`src/rtl/uart_rx_cfg.sv`:
```
// uart_rx_cfg: parametrised UART receiver with input synchroniser,
// false-start rejection, parity/framing error flags and break detection.
//
// Parameters
//   DBIT        data bits per frame (5..9), LSB first
//   OVERSAMPLE  s_tick pulses per bit period (even, 8..32)
//   PARITY      0 = none, 1 = odd, 2 = even
//   SB          stop bits (1 or 2)
//
// Ports
//   clk           system clock, rising edge
//   reset         synchronous reset, active-high
//   rx            asynchronous serial line, idle high
//   s_tick        oversample enable, one clk wide
//   rx_dout       last completed word, held until next rx_done_tick
//   rx_done_tick  one-clk pulse when a frame completes
//   parity_err    parity mismatch for the last frame
//   frame_err     a stop-bit sample of the last frame was 0
//   break_det     data, parity and first stop bit all sampled 0
//   busy          receiver is inside a frame (not IDLE)
module uart_rx_cfg #(
    parameter int unsigned DBIT       = 8,
    parameter int unsigned OVERSAMPLE = 16,
    parameter int unsigned PARITY     = 0,
    parameter int unsigned SB         = 1
) (
    input  logic            clk,
    input  logic            reset,
    input  logic            rx,
    input  logic            s_tick,
    output logic [DBIT-1:0] rx_dout,
    output logic            rx_done_tick,
    output logic            parity_err,
    output logic            frame_err,
    output logic            break_det,
    output logic            busy
);

    localparam int unsigned S_W = $clog2(OVERSAMPLE);
    localparam int unsigned N_W = $clog2(DBIT + 1);

    localparam logic [S_W-1:0] S_MID       = S_W'(OVERSAMPLE / 2 - 1);
    localparam logic [S_W-1:0] S_END       = S_W'(OVERSAMPLE - 1);
    localparam logic [N_W-1:0] N_DATA_LAST = N_W'(DBIT - 1);
    localparam logic [N_W-1:0] N_STOP_LAST = N_W'(SB - 1);
    localparam logic           PAR_ODD     = (PARITY == 1);
    localparam logic           HAS_PARITY  = (PARITY != 0);

    typedef enum logic [2:0] {
        ST_IDLE   = 3'd0,
        ST_START  = 3'd1,
        ST_DATA   = 3'd2,
        ST_PARITY = 3'd3,
        ST_STOP   = 3'd4
    } state_t;

    state_t state, state_next;

    logic            rx_meta, rx_s;
    logic            armed, armed_next;
    logic [S_W-1:0]  s_cnt, s_next;
    logic [N_W-1:0]  n_cnt, n_next;
    logic [DBIT-1:0] shreg, shreg_next;
    logic            par_s, par_s_next;
    logic            perr_r, perr_next;
    logic            ferr_r, ferr_next;
    logic            brk_r, brk_next;
    logic            ferr_now, brk_now;

    logic [DBIT-1:0] dout_next;
    logic            done_next, perr_out_next, ferr_out_next, brk_out_next, busy_next;

    // State, datapath and registered outputs
    always_ff @(posedge clk) begin
        if (reset) begin
            rx_meta      <= 1'b1;
            rx_s         <= 1'b1;
            state        <= ST_IDLE;
            armed        <= 1'b0;
            s_cnt        <= '0;
            n_cnt        <= '0;
            shreg        <= '0;
            par_s        <= 1'b0;
            perr_r       <= 1'b0;
            ferr_r       <= 1'b0;
            brk_r        <= 1'b0;
            rx_dout      <= '0;
            rx_done_tick <= 1'b0;
            parity_err   <= 1'b0;
            frame_err    <= 1'b0;
            break_det    <= 1'b0;
            busy         <= 1'b0;
        end else begin
            rx_meta      <= rx;
            rx_s         <= rx_meta;
            state        <= state_next;
            armed        <= armed_next;
            s_cnt        <= s_next;
            n_cnt        <= n_next;
            shreg        <= shreg_next;
            par_s        <= par_s_next;
            perr_r       <= perr_next;
            ferr_r       <= ferr_next;
            brk_r        <= brk_next;
            rx_dout      <= dout_next;
            rx_done_tick <= done_next;
            parity_err   <= perr_out_next;
            frame_err    <= ferr_out_next;
            break_det    <= brk_out_next;
            busy         <= busy_next;
        end
    end

    // Next-state and output logic
    always_comb begin
        state_next    = state;
        armed_next    = armed;
        s_next        = s_cnt;
        n_next        = n_cnt;
        shreg_next    = shreg;
        par_s_next    = par_s;
        perr_next     = perr_r;
        ferr_next     = ferr_r;
        brk_next      = brk_r;
        ferr_now      = ferr_r;
        brk_now       = brk_r;
        dout_next     = rx_dout;
        done_next     = 1'b0;
        perr_out_next = parity_err;
        ferr_out_next = frame_err;
        brk_out_next  = break_det;

        case (state)
            ST_IDLE: begin
                // A line that has not been seen high (after reset or a
                // framing error) must not be taken as a start bit.
                armed_next = armed | rx_s;
                if (armed && !rx_s) begin
                    s_next     = '0;
                    state_next = ST_START;
                end
            end

            ST_START: begin
                if (s_tick) begin
                    if (s_cnt == S_MID) begin
                        if (rx_s) begin
                            state_next = ST_IDLE;
                        end else begin
                            s_next     = '0;
                            n_next     = '0;
                            perr_next  = 1'b0;
                            ferr_next  = 1'b0;
                            brk_next   = 1'b0;
                            state_next = ST_DATA;
                        end
                    end else begin
                        s_next = s_cnt + S_W'(1);
                    end
                end
            end

            ST_DATA: begin
                if (s_tick) begin
                    if (s_cnt == S_END) begin
                        s_next     = '0;
                        shreg_next = {rx_s, shreg[DBIT-1:1]};
                        if (n_cnt == N_DATA_LAST) begin
                            n_next     = '0;
                            state_next = HAS_PARITY ? ST_PARITY : ST_STOP;
                        end else begin
                            n_next = n_cnt + N_W'(1);
                        end
                    end else begin
                        s_next = s_cnt + S_W'(1);
                    end
                end
            end

            ST_PARITY: begin
                if (s_tick) begin
                    if (s_cnt == S_END) begin
                        s_next     = '0;
                        n_next     = '0;
                        par_s_next = rx_s;
                        perr_next  = (((^shreg) ^ rx_s) != PAR_ODD);
                        state_next = ST_STOP;
                    end else begin
                        s_next = s_cnt + S_W'(1);
                    end
                end
            end

            ST_STOP: begin
                if (s_tick) begin
                    if (s_cnt == S_END) begin
                        s_next   = '0;
                        ferr_now = ferr_r | ~rx_s;
                        // Break is judged on the first stop bit only
                        if (n_cnt == '0) begin
                            brk_now = (shreg == '0) && (!HAS_PARITY || !par_s) && !rx_s;
                        end
                        ferr_next = ferr_now;
                        brk_next  = brk_now;
                        if (n_cnt == N_STOP_LAST) begin
                            n_next        = '0;
                            state_next    = ST_IDLE;
                            done_next     = 1'b1;
                            dout_next     = shreg;
                            perr_out_next = perr_r;
                            ferr_out_next = ferr_now;
                            brk_out_next  = brk_now;
                            if (ferr_now) begin
                                armed_next = 1'b0;
                            end
                        end else begin
                            n_next = n_cnt + N_W'(1);
                        end
                    end else begin
                        s_next = s_cnt + S_W'(1);
                    end
                end
            end

            default: begin
                state_next = ST_IDLE;
            end
        endcase

        busy_next = (state_next != ST_IDLE);
    end

endmodule
```
`config.mk`:
```
export PLATFORM = sky130hd
export DESIGN_NAME = uart_rx_cfg
export DESIGN_NICKNAME = d
export VERILOG_FILES = /design/src/rtl/uart_rx_cfg.sv
export SDC_FILE = /design/constraint.sdc
export NUM_CORES = 1
export LEC_CHECK = 0
export ABC_AREA = 1
export BUFFER_PORTS_ARGS = -buffer_cell sky130_fd_sc_hd__buf_2
export CORE_UTILIZATION = 55
export CTS_BUF_LIST = sky130_fd_sc_hd__clkbuf_8
export DETAILED_ROUTE_END_ITERATION = 8
export PLACE_DENSITY = 0.77
export SKIP_LAST_GASP = 1
export SLEW_MARGIN = 0
export SYNTH_ARGS = -nofsm -noshare
export SYNTH_HDL_FRONTEND = slang
export SYNTH_SLANG_ARGS = --single-unit
```
`constraint.sdc`:
```
create_clock -name clk -period 1.5 [get_ports clk]
set_clock_uncertainty 0.15 [all_clocks]
set_input_delay 0.45 -clock clk [delete_from_list [all_inputs] [get_ports clk]]
set_output_delay 0.45 -clock clk [all_outputs]
set_load 0.1 [all_outputs]
```
== Word-level counts from Yosys, hierarchy flattened ==
Index checks and enable logic that the tools add are counted.
Widths: inputs -> output; s select.

* $mul: 0
* Reduce and logical (&&, ||, !) cells: 22
* $lt $le $gt $ge: 0
* Divide/modulo/power cells: 0
* Eq/ne operators: 21
* Add/sub/neg operators: 2
* Mux-type cells: 50
* Shift operators: 0
* Bitwise gates (word level): 7

{| class="wikitable"
|+ Operators by type and width
! operator !! number
|-
| $mux 4 || 16
|-
| $mux 3 || 11
|-
| $ne 2x2->1 const B || 12
|-
| $pmux 4 s4 || 1
|-
| $mux 1 || 15
|-
| $pmux 3 s5 || 1
|-
| $pmux 4 s3 || 1
|-
| $reduce_and 6->1 || 2
|-
| $reduce_and 10->1 || 1
|-
| $reduce_and 5->1 || 2
|-
| $add 4x1->4 const B || 2
|-
| $eq 4x3->1 const B || 2
|-
| $logic_not 8->1 || 1
|-
| $pmux 1 s2 || 4
|-
| $reduce_xor 8->1 || 1
|-
| $eq 3x2->1 const B || 2
|-
| $reduce_bool 2->1 || 3
|-
| $reduce_bool 3->1 || 2
|-
| $eq 4x4->1 const B || 1
|-
| $logic_not 4->1 || 1
|-
| $not 1->1 || 4
|-
| $reduce_and 4->1 || 1
|-
| $reduce_bool 4->1 || 1
|-
| $reduce_or 4->1 || 1
|-
| 12 further kinds || 14
|}

* Memory bits (writable): 0
* Output and inout bits: 13
* Flip-flop bits (word level): 38
* Memories: 0
* Memory bits (read-only): 0
* Latch bits: 0

== Longest topological paths before layout ==
Gate-level depths: netlist of run 1.

* Word-level depth: 7
* Depth in mapped cells: 11
* Gate-level depth less buffers: 11

== Least setup slack after synthesis of run 1 ==
No wires, ideal clock.

* Kind: register to register
* Start point: register s_cnt[0]
* End point: register frame_err
* Stages on the path, launching flop included: 10
* Data arrival time: 1.313 ns
* Setup time: 0.129 ns
* Path slack: -0.091 ns
* Cell sequence: dfxtp_1 ha_1 nand3_2 nor2_4 nand2_2 nor2_2 buf_6 inv_1 nand2_1 a21oi_1

* Longest elaborated chain between the ends: 2

{| class="wikitable"
|+ RTL lines
! item !! line !! RTL
|-
| from (decl) || 61 || <nowiki>logic [S_W-1:0] s_cnt, s_next;</nowiki>
|-
| from (signal assigned) || 98 || <nowiki>s_cnt <= s_next;</nowiki>
|-
| $eq 4x4->1 || 196 || <nowiki>if (s_cnt == S_END) begin</nowiki>
|-
| $reduce_and 4->1 (no line) || -- ||
|-
| to (signal assigned) || 108 || <nowiki>frame_err <= ferr_out_next;</nowiki>
|-
| to (decl) || 34 || <nowiki>output logic frame_err,</nowiki>
|}

No other way between the ends.
A chain may end at the register's enable or synchronous reset.

== Worst setup path in the final report of run 1 ==
* Start point: register s_cnt[0]
* End point: register armed

* Longest elaborated chain between the ends: 3

{| class="wikitable"
|+ RTL lines
! item !! line !! RTL
|-
| $eq 4x4->1 || 196 ||
|-
| $ne 2x2->1 (no line) || -- ||
|-
| $reduce_and 5->1 (no line) || -- ||
|-
| to (signal assigned) || 97 || <nowiki>armed <= armed_next;</nowiki>
|-
| to (decl) || 60 || <nowiki>logic armed, armed_next;</nowiki>
|}

No other way between the ends.

==> results of run 1 <==
final cells by class:
| cell class | instances | area, µm² | share of cell area, % |
|---|---|---|---|
| multi-input cells | 215 | 1200 | 41.5 |
| repair buffers | 57 | 632 | 21.8 |
| inverters | 34 | 128 | 4.40 |
| flip-flops and latches | 38 | 786 | 27.1 |
| clock inverters | 2 | 12.5 | 0.431 |
| clock buffers | 6 | 82.6 | 2.85 |
| well taps | 46 | 57.6 | 1.98 |
worst min-delay path by stage:
stage | end | cells after the start | start | slack (ps)
floorplan | rx_s | 1 | rx_meta | 240
global placement | rx_s | 1 | rx_meta | 240
detailed placement | rx_s | 1 | rx_meta | 250
CTS | rx_meta | 2 | rx | 190
global route | rx_meta | 2 | rx | 200
finish | rx_meta | 2 | rx | 200
cell usage after synthesis:
master	instances	area, µm²
nand2_1	77	289
nor2_1	39	146
dfxtp_1	38	761
inv_1	31	116
a21oi_1	26	130
o21ai_0	23	115
nand3_1	20	100
ha_1	7	87.6
nand2_2	4	25.0
nand4_1	3	18.8
nor2_2	3	18.8
or2_2	3	18.8
xor2_1	3	26.3
buf_2	2	10.0
buf_6	2	22.5
clkbuf_1	2	7.51
inv_2	2	7.51
xnor2_1	2	17.5
buf_4	1	7.51
clkinv_1	1	3.75
nand3_2	1	10.0
nand3b_1	1	7.51
nor2_4	1	11.3
o21ai_1	1	5.00
o221ai_1	1	8.76
registers in the layout, indices dropped and copies added (netlist names):
register / flops
brk_r: 1
n_cnt: 4
parity_err: 1
armed: 1
rx_s: 1
busy: 1
rx_meta: 1
shreg: 8
state: 3
frame_err: 1
break_det: 1
rx_dout: 8
rx_done_tick: 1
ferr_r: 1
s_cnt: 4
perr_r: 1
metal layers:
layer  up-vias  share of wire, %  track usage, %
li1       1055                 -               -
met1       958                41            36.0
met2        69                52            52.5
met3        17               5.0            9.11
met4         0               2.2            10.8
met5         -                 0               0
logic make-up after synthesis:
logic type	after synthesis
and+or+nand+nor	152
AOI/OAI and AO/OA	51
buffers and inverters	41
DFF	38
adders and majority gates	7
xor gates and xnor gates	5
worst max-delay path: stages, from the launching register on:
cell     delay [ps]
dfxtp_2         360
ha_4            160
buf_12          100
nand3_4          90
nor2_4          130
buf_6           160
buf_6           110
nand4_1          90
nand2_1         120
a21oi_2          60
nor2_1          130
what timing repair did:
action / CTS / global route
gates resized for setup: 13 / 32
setup buffers: 2 / 1
setup endpoints to repair: 34 / 36
pin swaps: 4 / 17
stage by stage:
step | instances | worst slack [ps] | hold WS (ps) | cell area (µm²)
floorplan | 294 | -5.12 | 239 | 2020
global placement | 387 | -110 | 241 | 2630
detailed placement | 387 | -233 | 250 | 2630
CTS | 397 | -153 | 193 | 2780
global route | 398 | -299 | 196 | 2900
finish | 398 | -222 | 197 | 2900
power breakdown:
part	switching [mW]	internal, mW
registers	0.0373	1.05
logic	0.263	0.190
clock network	0.378	0.370
total	0.678	1.60
==> impl_metrics.yaml, run 1 <==
status:
  status: "finished, violations left"
  violations: "setup timing"
yosys:
  netlist_instances: 294
  synth_fp_nets: 305
  synth_top_family_by_area: "simple AND/OR/NAND/NOR gates"
  synth_cell_type_count: 25
  synth.yosys.seq_area_share_pct: 38.6
  synth_fa_ha_area_share_pct: 4.44
  synthXorXnorAreaFrac_pct: 2.22
  synth_seq_cells: 38
  ys_warn_count: 0
  synth-compound-area-share_pct: 13.1
  synthMuxAreaShare_pct: 0
  syn_avg_cell_area_um2: 6.71
  syn_area_um2: 1970
  synth_simple_gate_area_share_pct: 32.7
detailed_routing:
  drc: 0
  drtIter0Drc: 116
  drt-total-wl_um: 5470
  drtPass1Iterations: 7
  via_per_inst: 5.27
  avgRoutedWirePerCell_um: 13.7
  dr_total_vias: 2099
  ant_nets: 0
grt:
  grt_usage_pct: 30.5
  grt_max_degree: 30
  antenna_found_initial: 0
  grt_pass1_wl_um: 8470
  overflow: 0
  grt_pass1_vias: 1961
layout:
  final_cell_mix: "nand2_1, buf_4, nor2_1, inv_1, a21oi_1"
  drive_gt1_share_pct: 35.8
  fill_cells: 190
  utilization_pct: 85.6
  diodes: 0
  nNetsFinal: 362
  final_common_cell: "nand2_1"
  syn2layout_area_growth_pct: 47.1
die:
  die_y_um: 61.9
  ios: 17
  die-area_um2: 3830
  dieWidth_um: 61.9
  coreArea_um2: 3390
  start_util_pct: 58.2
  rows: 21
setup_path:
  reg2reg_depth: 10
  critPathMaxFanout: 4
  endpoint: "armed"
  crit_start: "s_cnt[0]"
  crit_required_ps: 1580
  crit_arrival_ps: 1800
  critPathKind: "flop to flop"
  r2r_setup_slack_ps: -220
  cp-start-kind: "flop"
  timing.rr.start: "s_cnt[0]"
  endpoint_kind: "flop"
  timing.rr.end: "armed"
sta:
  period_share_pct: 115
  finalSetupTns_ps: -3740
  final_hold_viol_count: 0
  max_freq_ghz: 0.581
  worst_slack_ps: -222
  rsz0062_at_grt: "yes"
  layout_min_cycle_time_ps: 1720
  setup_viol: 34
  tightest_slew_ps: 435
  maxSlewHeadroom_pct: 70.9
  drv_slew: 0
clocking:
  cts_made_buffers: 5
  cts_max_level: 2
  cts-root-buf: "clkbuf_8"
  clk_pin_slew_ps: 80
  cts_sinks: 38
  cts_tree: "done"
  cts_hold_buf: 0
  cts.path.max_buffers: 2
  clkLatencyLatePin_ps: 290
place:
  globalplace.congestion: 0.905
  dp_hpwl_um: 3720
  io_buffers: 16
power:
  power_density_nw_per_um2: 787
  finalPower_mw: 2.28
  cellLeakagePower_nw: 1.31
  ir_worst_vdd_mv: 0.758
flow_run:
  max_cap_viol_count: 0
min_path:
  worstHoldPathType: "input port to flop"
(Power assumes the default switching activity.)
==> inputs of run 2 (changes only) <==
PLACE_DENSITY = 0.74   (was 0.77)
==> run 2 against run 1 <==
Against the previous run:
- the run still ends with setup timing left
- power up 7.6%
- critical path depth shrank 1
- first-iteration DRC count is 50% higher
- worst hold slack got worse by 0.95 ps
- clock power up 19%
- non-clock buffer count grew 7
- global-route usage down 0.36 points
- maximum frequency up 0.42%
- cell count increased by 1.5%
- die area stayed put
- utilization grew 3.0 points
- sequential power barely moved
- critical path type unchanged
==> impl_metrics.yaml, run 2 (same netlist as run 1, synthesis figures left out) <==
layout:
  multi_input_area_um2: 1250
  syn2layout_area_growth_pct: 52.3
  regArea_um2: 787
  nNetsFinal: 369
  final_common_cell: "nand2_1"
  drive_gt1_share_pct: 43.6
  reg_top3: "rx_dout x8, shreg x8"
  fill_cells: 184
  diodes: 0
  final_cell_mix: "nand2_1, buf_4, nor2_1, inv_1, dfxtp_2"
die:
  ios: 17
  start_util_pct: 58.2
  rows: 21
  die-area_um2: 3830
  dieWidth_um: 61.9
  die_y_um: 61.9
  coreArea_um2: 3390
clocking:
  cts-root-buf: "clkbuf_8"
  cts_made_buffers: 5
  clkLatencyLatePin_ps: 290
  cts_max_level: 2
  clk_pin_slew_ps: 70
  cts_tree: "done"
  cts_sinks: 38
  cts.path.max_buffers: 2
setup_path:
  crit_arrival_ps: 1770
  critPathKind: "flop to flop"
  crit_required_ps: 1560
  cp-start-kind: "flop"
  endpoint_kind: "flop"
  critPathMaxFanout: 7
detailed_routing:
  drt-total-wl_um: 6070
  drtIter0Drc: 174
  via_per_inst: 5.37
  dr_total_vias: 2169
  ant_nets: 0
  avgRoutedWirePerCell_um: 15.0
  drtPass1Iterations: 4
  drc: 0
sta:
  layout_min_cycle_time_ps: 1710
  period_share_pct: 114
  maxSlewHeadroom_pct: 80.7
  drv_slew: 0
  rsz0062_at_grt: "yes"
  setup_viol: 31
  max_freq_ghz: 0.583
  final_hold_viol_count: 0
  worst_slack_ps: -214
  tightest_slew_ps: 289
grt:
  grt_max_degree: 30
  overflow: 0
  grt_pass1_wl_um: 8290
  antenna_found_initial: 0
  grt_pass1_vias: 1874
  grt_usage_pct: 30.1
status:
  violations: "setup timing"
  status: "finished, violations left"
place:
  dp_hpwl_um: 3740
  post-place-ws_ps: -197
  io_buffers: 16
  globalplace.congestion: 0.916
power:
  power_density_nw_per_um2: 818
  cellLeakagePower_nw: 1.38
  ir_worst_vdd_mv: 0.794
  finalPower_mw: 2.46
flow_run:
  max_cap_viol_count: 0
min_path:
  worstHoldPathType: "input port to flop"
==> run 2: cell types whose count changed in the layout (fill, tap and decap cells not counted), sizes merged <==
| cell | change |
|---|---|
| buf | +6 |
| clkinvlp | -1 |
| clkinv | -1 |
| bufinv | +1 |
| clkbuf | +1 |
==> run 2: metal layers <==
metal,wire (µm),GRT usage (%),vias up
met5,0,0,-
met1,2610,37.6,1015
met3,261,5.80,13
met4,102,6.35,0
met2,3100,53.9,74
li1,-,-,1067
==> run 2: path summary, 6_finish.rpt <==
check | to | slack [ps] | cells after the start | from
worst max register to register | rx_dout[1] | -210 | 9 | n_cnt[0]
worst min-delay path | rx_meta | 200 | 2 | rx
worst min register to register | rx_s | 270 | 1 | rx_meta
worst max-delay path | rx_dout[1] | -210 | 9 | n_cnt[0]
==> run 2: final cells by class <==
class                           count  area share (%)
Multi-Input combinational cell    215            41.7
Sequential cell                    38            26.2
Timing Repair Buffer               64            22.0
Inverter                           34            4.42
Clock buffer                        6            2.75
Tap cell                           46            1.92
Clock inverter                      1            1.00
==> run 2: worst max-delay path, cell delays in order, from the launching register on <==
cell and delay (ps):
dfxtp_2 350, inv_2 60, ha_2 170, nand2_1 80, nor2_4 130, nand2_2 90, nor2_4 190, buf_6 170
o21ai_0 100, a21oi_1 150
==> run 2: per-stage QoR <==
step	setup TNS [ps]	hold slack, ps	instance area, µm²	util, %	std cells
after global routing	-5760	190	3000	88.6	404
final	-2890	196	3000	88.6	404
after floorplan	-8.99	239	2020	-	294
after CTS	-2430	195	2810	82.9	400
after global placement	-1410	244	2600	76.7	387
after detailed placement	-2580	266	2600	76.7	387
==> run 2: where the power goes <==
| group | total [mW] | switching, mW | internal (mW) |
|---|---|---|---|
| sequential | 1.09 | 0.0395 | 1.05 |
| combinational | 0.478 | 0.279 | 0.198 |
| clock | 0.892 | 0.360 | 0.532 |
==> run 2: what timing repair did <==
| action | 4_1_cts | 5_1_grt |
|---|---|---|
| hold endpoints to repair | 0 | 0 |
| endpoints found under the setup margin | 33 | 36 |
| hold buffers | 0 | 0 |
| gates resized for setup | 30 | 56 |
| gates cloned | 1 | 0 |
| pin swaps | 10 | 24 |
| buffers inserted | 5 | 4 |
==> inputs of run 3 (changes only) <==
PLACE_DENSITY = 0.77   (was 0.74)
RECOVER_POWER = 50   (was not set)
==> run 3 against run 2 <==
Against the previous run:
- the run still ends with setup timing left
- maximum frequency increased by 0.13%
- worst hold slack got worse by 2.9 ps
- final area decreased by 4.9%
- clock power decreased by 16%
- power decreased by 7.2%
- critical path type unchanged
- largest cell class unchanged
- largest power group unchanged
- highest routed layer unchanged
==> impl_metrics.yaml, run 3 (same netlist as run 1, synthesis figures left out) <==
layout:
  layout.cells.non_filler: 398
  final_area_um2: 2860
  regArea_um2: 786
  final_common_cell: "nand2_1"
  diodes: 0
  reg_top3: "rx_dout x8, shreg x8"
  drive_gt1_share_pct: 35.8
  multi_input_area_um2: 1200
  nNetsFinal: 362
  syn2layout_area_growth_pct: 44.9
  fill_cells: 196
  final_cell_mix: "nand2_1, buf_4, nor2_1, inv_1, a21oi_1"
detailed_routing:
  drtIter0Drc: 116
  drc: 0
  drt-total-wl_um: 5490
  drtPass1Iterations: 6
  dr_total_vias: 2093
  avgRoutedWirePerCell_um: 13.8
  ant_nets: 0
  via_per_inst: 5.26
die:
  dieWidth_um: 61.9
  rows: 21
  coreArea_um2: 3390
  die_y_um: 61.9
  start_util_pct: 58.2
  die-area_um2: 3830
  ios: 17
setup_path:
  endpoint_kind: "flop"
  cp-start-kind: "flop"
  critPathMaxFanout: 4
  crit_arrival_ps: 1790
  critPathKind: "flop to flop"
  crit_required_ps: 1580
sta:
  drv_slew: 0
  setup_viol: 35
  worst_slack_ps: -212
  layout_min_cycle_time_ps: 1710
  max_freq_ghz: 0.584
  maxSlewHeadroom_pct: 70.8
  holdWs_ps: 194
  tightest_slew_ps: 436
  rsz0062_at_grt: "yes"
  period_share_pct: 114
  final_hold_viol_count: 0
grt:
  grt_pass1_vias: 1961
  grt_pass1_wl_um: 8470
  grt_max_degree: 30
  antenna_found_initial: 0
  grt_usage_pct: 30.5
  overflow: 0
clocking:
  cts_sinks: 38
  cts-root-buf: "clkbuf_8"
  clk_pin_slew_ps: 80
  cts_made_buffers: 5
  clkLatencyLatePin_ps: 300
  cts.path.max_buffers: 2
  cts_max_level: 2
  cts_tree: "done"
min_path:
  worstHoldPathType: "input port to flop"
place:
  place_area_um2: 2630
  dp_hpwl_um: 3720
  post-place-ws_ps: -233
  globalplace.congestion: 0.905
  io_buffers: 16
  dp.cells: 387
power:
  cellLeakagePower_nw: 1.30
  ir_worst_vdd_mv: 0.758
  finalPower_mw: 2.28
  power_density_nw_per_um2: 798
flow_run:
  max_cap_viol_count: 0
status:
  violations: "setup timing"
  status: "finished, violations left"
==> run 3: path summary, 6_finish.rpt <==
check           start       to  slack, ps  depth (start not counted)
max          s_cnt[0]    armed       -210                         10
min                rx  rx_meta        190                          2
max reg2reg  s_cnt[0]    armed       -210                         10
min reg2reg   rx_meta     rx_s        270                          1
==> run 3: what timing repair did <==
item / CTS / global route
setup buffers: 2 / 1
hold buffers: 0 / 0
pin swaps: 4 / 17
resized for setup: 13 / 32
endpoints found under the setup margin: 34 / 36
==> run 3: report_power, final <==
part | total (mW) | switching (mW) | leakage [nW] | internal [mW]
clock | 0.751 | 0.382 | 0.0472 | 0.369
sequential | 1.08 | 0.0361 | 0.318 | 1.05
combinational | 0.446 | 0.263 | 0.938 | 0.183
==> run 3: metal layers <==
layer	vias up	global-route usage, %	share of wire [%]
met4	0	10.8	2.3
met2	62	52.5	52
met1	959	36.0	41
met3	17	9.11	4.6
li1	1055	-	-
met5	-	0	0
==> run 3: worst max-delay path, stage by stage, from the launching register on <==
cell and delay, ps:
dfxtp_2 360, ha_4 160, buf_12 100, nand3_4 90
nor2_4 130, buf_6 160, buf_6 110, nand4_1 90
nand2_1 120, a21oi_2 60, nor2_1 130
==> run 3: layout make-up <==
class	instances	area share, %
multi-input combinational	215	42.1
tap	46	2.01
sequential	38	27.5
inverter	34	4.47
clock buffer	6	2.89
timing repair buffer	57	20.6
clock inverter	2	0.438
==> run 3: stage by stage <==
step	utilization [%]	TNS, ps
final	84.3	-3700
after CTS	82.0	-3230
after floorplan	-	-8.99
after global placement	77.5	-2240
after detailed placement	77.5	-4570
after global routing	84.3	-6770
